## src/rtl/uart_tx_arbiter.sv

```systemverilog
// Round-robin arbiter sharing one uart_tx serializer among NREQ byte sources.
// Grants one byte per frame and tracks tx_busy before arbitrating again.
module uart_tx_arbiter #(
   parameter int NREQ    = 4,
   parameter int DATA_W  = 8,
   parameter int BUSY_TO = 4,
   localparam int GW     = (NREQ > 1) ? $clog2(NREQ) : 1
) (
   input  logic                   clk,
   input  logic                   rst,
   input  logic                   en,
   input  logic [NREQ-1:0]        req_valid,
   input  logic [NREQ*DATA_W-1:0] req_data,
   output logic [NREQ-1:0]        req_ack,
   output logic                   tx_start,
   output logic [DATA_W-1:0]      tx_data,
   input  logic                   tx_busy,
   output logic [GW-1:0]          grant_id,
   output logic                   active,
   output logic                   err_timeout
);

   localparam logic [1:0] S_IDLE      = 2'd0;
   localparam logic [1:0] S_WAIT_BUSY = 2'd1;
   localparam logic [1:0] S_WAIT_DONE = 2'd2;

   logic [1:0]        state_q, state_d;
   logic [3:0]        to_cnt_q, to_cnt_d;
   logic [3:0]        to_cnt_inc;
   logic              tx_start_q, tx_start_d;
   logic [NREQ-1:0]   req_ack_q, req_ack_d;
   logic [DATA_W-1:0] tx_data_q, tx_data_d;
   logic [GW-1:0]     grant_q, grant_d;
   logic [GW-1:0]     last_q, last_d;
   logic              active_q, active_d;
   logic              err_q, err_d;

   int                rr_idx;
   logic [GW-1:0]     cand;
   logic [GW-1:0]     winner;
   logic              found;

   // Search starts one past the last grant and wraps, so every valid source
   // is served before any source is served twice.
   always_comb begin
      found  = 1'b0;
      winner = '0;
      rr_idx = 0;
      cand   = '0;
      for (int k = 1; k <= NREQ; k++) begin
         rr_idx = int'(last_q) + k;
         if (rr_idx >= NREQ) rr_idx = rr_idx - NREQ;
         cand = rr_idx[GW-1:0];
         if (!found && req_valid[cand]) begin
            found  = 1'b1;
            winner = cand;
         end
      end
   end

   assign to_cnt_inc = to_cnt_q + 4'd1;

   always_comb begin
      // NOTE: every next-state signal gets a default first so no path infers a latch.
      state_d    = state_q;
      to_cnt_d   = to_cnt_q;
      tx_start_d = 1'b0;
      req_ack_d  = '0;
      tx_data_d  = tx_data_q;
      grant_d    = grant_q;
      last_d     = last_q;
      err_d      = err_q;
      case (state_q)
         S_IDLE: begin
            if (en && found) begin
               grant_d           = winner;
               tx_data_d         = req_data[int'(winner)*DATA_W +: DATA_W];
               req_ack_d[winner] = 1'b1;
               tx_start_d        = 1'b1;
               last_d            = winner;
               to_cnt_d          = 4'd0;
               state_d           = S_WAIT_BUSY;
            end
         end
         S_WAIT_BUSY: begin
            if (tx_busy) begin
               state_d = S_WAIT_DONE;
            end else begin
               to_cnt_d = to_cnt_inc;
               // A timed-out byte is treated as sent; it is never re-popped.
               if (to_cnt_inc == 4'(BUSY_TO)) begin
                  err_d   = 1'b1;
                  state_d = S_IDLE;
               end
            end
         end
         S_WAIT_DONE: begin
            if (!tx_busy) state_d = S_IDLE;
         end
         default: state_d = S_IDLE;
      endcase
      active_d = (state_d != S_IDLE);
   end

   // NOTE: sequential state uses non-blocking assignments only.
   always_ff @(posedge clk or posedge rst) begin
      if (rst) begin
         state_q    <= S_IDLE;
         to_cnt_q   <= 4'd0;
         tx_start_q <= 1'b0;
         req_ack_q  <= '0;
         tx_data_q  <= '0;
         grant_q    <= '0;
         last_q     <= GW'(NREQ - 1);
         active_q   <= 1'b0;
         err_q      <= 1'b0;
      end else begin
         state_q    <= state_d;
         to_cnt_q   <= to_cnt_d;
         tx_start_q <= tx_start_d;
         req_ack_q  <= req_ack_d;
         tx_data_q  <= tx_data_d;
         grant_q    <= grant_d;
         last_q     <= last_d;
         active_q   <= active_d;
         err_q      <= err_d;
      end
   end

   assign req_ack     = req_ack_q;
   assign tx_start    = tx_start_q;
   assign tx_data     = tx_data_q;
   assign grant_id    = grant_q;
   assign active      = active_q;
   assign err_timeout = err_q;

endmodule

```

## config.mk

```make
export PLATFORM = sky130hd
export DESIGN_NAME = uart_tx_arbiter
export DESIGN_NICKNAME = d
export VERILOG_FILES = /design/src/rtl/uart_tx_arbiter.sv
export SDC_FILE = /design/constraint.sdc
export NUM_CORES = 1
export LEC_CHECK = 0
export CAP_MARGIN = 25
export CORE_UTILIZATION = 35
export CTS_BUF_LIST = sky130_fd_sc_hd__clkbuf_4 sky130_fd_sc_hd__clkbuf_8 sky130_fd_sc_hd__clkbuf_16
export CTS_CLUSTER_DIAMETER = 150
export DETAILED_ROUTE_END_ITERATION = 10
export PLACE_DENSITY = 0.68
export SLEW_MARGIN = 20
export SYNTH_ARGS = -nofsm -noshare
export SYNTH_HDL_FRONTEND = slang
export SYNTH_SLANG_ARGS = --single-unit
```

## constraint.sdc

```tcl
create_clock -name clk -period 2.3 [get_ports clk]
set_clock_uncertainty 0.15 [all_clocks]
set_input_delay 0.23 -clock clk [delete_from_list [all_inputs] [get_ports clk]]
set_output_delay 0.23 -clock clk [all_outputs]
set_load 0.005 [all_outputs]
```

==> reports/results.tsv <==
stage	metric	value	unit
outcome	status	completed	
grt	grt_use_met1	23.1	%
grt	grt_max_degree	26	
clock_network	clock_latency	260	ps
final_layout	instances_no_fill	226	
placement	place_congestion	0.756	
power	power_density	998	mW/mm2
clock_network	cts.sinks	25	
clock_network	path_clk_slew	90	ps
routing	antenna_left	0	
clock_network	postCtsHoldBufs	0	
grt	grt_overflow	0	
worst_hold_path	hold_path.class	input pin to async pin	
routing	drt-total-wl	3260	um
synthesis	avgSynthCellArea	11.2	um2
worst_setup_path	worstPathMaxFanout	19	
synthesis	synth_nets	159	
routing	wl_per_cell	14.4	um
synthesis	synth_top_area_share	43.7	%
placement	dp_hpwl	2500	um
die	die_height	63.3	um
final_layout	mostFrequentLayoutCells	clkdlybuf4s50_1 (56), dfrtp_1 (23), nand2_1 (21)	
synthesis	synth_area	0.00132	mm2
power	p_total	2010	uW
sta	fin_crit_sh	87.2	%
final_layout	drive_above_1_share	14.4	%
clock_network	cts_made_buffers	3	
worst_setup_path	rrSetupSlack	350	ps
clock_network	clk_path_buf_depth	2	
worst_setup_path	r2r-start	last_q[1]$_DFFE_PP1P_	
clock_network	cts_setup_buffers	0	
placement	port_buffers	56	
final_layout	area_delta_synth_final	52.8	%
clock_network	cts_resized	0	
clock_network	tritoncts	done	
grt	use_met2	27.3	%
sta	finalHoldViolations	0	
die	core	0.00347	mm2
routing	vias	1092	
synthesis	synth.ff_latch_count	25	
grt	first_global_vias	1107	
worst_setup_path	path_cells	clkdlybuf4s50_1 -> nor2b_1 -> o21ai_1 -> a311oi_4 -> buf_12 -> mux2i_1 -> o221ai_2	
placement	dpl.cell_count	222	
job	cap_violations	0	
sta	maxSlewViolCount	0	
final_layout	utilization	58.0	%
power	leakage	0.000875	uW
sta	finalCriticalPeriod	2010	ps
die	row_count	21	
power	peakVddDrop	435	uV
sta	relSlewSlack	78.3	%
die	die_area	0.00401	mm2
die	top_level_ports	57	
clock_network	htree_levels	1	
clock_network	cts_root_buf	clkbuf_8	
worst_setup_path	cp.required	2300	ps
grt	antenna_found_initial	0	
routing	dr.pass1.iters	4	
routing	drt_iter0_markers	35	
worst_setup_path	end_kind	flop	
worst_setup_path	r2r-end	tx_data[6]$_DFFE_PP0P_	
synthesis	synth_top_area_cell	dfrtp_1	
worst_setup_path	worst_setup_path_start_kind	input pin	
die	fp.dieW	63.3	um
sta	rsz0062_at_grt	false	
synthesis	yosysSeqAreaShare	47.7	%
worst_setup_path	cp_slowest_cell	clkdlybuf4s50_1	
sta	setup_viol	0	
final_layout	final_common_cell	clkdlybuf4s50_1	
synthesis	synthTopCellsByArea	dfrtp_1 (44%), mux2i_1 (13%), o221ai_2 (8.0%), nand2_1 (6.0%), dfstp_2 (4.0%)	
sta	fmax	498	MHz
synthesis	ys_types	33	
synthesis	synthCells	118	
final_layout	nets	222	
routing	viasPerCell	4.83	
routing	post-route-drc-count	0	
final_layout	antennaDiodeCount	0	
grt	use_met3	1.81	%
grt	grt_pass1_wl	5260	um
worst_setup_path	cp.arrival	2000	ps
sta	tightest_slew	325	ps
sta	whs	164	ps
grt	grt-busiest-layer	met2	
die	initial_core_util	38.0	%
worst_setup_path	critPathKind	input pin to flop	
sta	tns	0	ps
synthesis	ys_warn_count	0	
grt	gr-usage-all-layers	16.7	%
worst_setup_path	ff2ff_path_depth	5	
worst_setup_path	crit_path_max_incr_delay	560	ps
-- how the worst max path moves through the flow --
| stage | slack (ps) | startpoint | endpoint |
|---|---|---|---|
| CTS | 260 | req_valid[3] | tx_data[6]$_DFFE_PP0P_ |
| floorplan | 400 | last_q[1]$_DFFE_PP1P_ | tx_data[1]$_DFFE_PP0P_ |
| global route | 170 | req_valid[3] | tx_data[6]$_DFFE_PP0P_ |
| finish | 290 | req_valid[3] | tx_data[6]$_DFFE_PP0P_ |
| global placement | 100 | req_valid[3] | tx_data[6]$_DFFE_PP0P_ |
| detailed placement | -10 | req_valid[3] | tx_data[1]$_DFFE_PP0P_ |
-- power by group --
group | total (uW) | switching, uW | internal, uW
Clock | 270 | 135 | 136
Combinational | 1000 | 443 | 562
Sequential | 731 | 112 | 619
-- layout make-up --
cell class | instances | area [um2]
multi-input combinational | 86 | 647
clock buffer | 4 | 48.8
inverter | 3 | 11.3
timing repair buffer | 62 | 618
sequential | 25 | 628
tap | 46 | 57.6
fill | 336 | 1460
-- stage by stage --
stage	cell area, um2	setup slack (ps)
6_report	2010	293
4_1_cts	2010	265
3_3_place_gp	1960	99.4
3_5_place_dp	1960	-12.4
5_1_grt	2010	172
2_1_floorplan	1320	397
-- logic make-up after synthesis --
kind of cell / Yosys count / share of synthesized area [%]
compound gates: 22 / 17.9
xor+xnor: 1 / 0.666
fa+ha+maj: 1 / 0.950
buf+inv: 7 / 3.99
flops: 25 / 47.7
mux: 17 / 12.9
simple gates: 45 / 15.9
-- state kept, by name, summed over array words and instances, names as in the netlist --
name	flops
tx_start	1
last_q	2
state_q	2
to_cnt_q	4
req_ack	4
grant_id	2
err_timeout	1
tx_data	8
active	1
-- cell usage after synthesis --
library cell,number
or2_2,1
inv_2,1
buf_6,1
nor2_1,7
a22o_1,1
nand2_2,2
inv_1,2
buf_2,2
o22ai_1,1
o221ai_1,1
buf_12,1
ha_1,1
dfrtp_1,23
mux2i_1,17
o21ai_0,1
o21ba_2,1
o221ai_2,7
a311oi_2,1
o311ai_4,1
nor3b_1,1
nor3_1,2
or2_1,2
nand3b_1,1
a21boi_0,2
or2b_1,1
o21ai_1,4
nand3_1,3
o21bai_1,2
dfstp_2,2
nand2b_1,3
xnor2_1,1
nor2b_1,1
nand2_1,21
-- per-layer routing --
layer  vias up  part of all wire [%]
li1        542                     -
met1       521                    46
met2        27                    51
met5         -                     0
met3         2                   2.6
met4         0                  0.68
-- critical path: cells and delay by family --
kind                   cells  cell delay (ps)
AO/OA/AOI/OAI              3              550
buffers and inverters      2              780
AND/OR/NAND/NOR            1              160
multiplexers               1              280
Note: power is estimated with default switching activity, not from simulation.
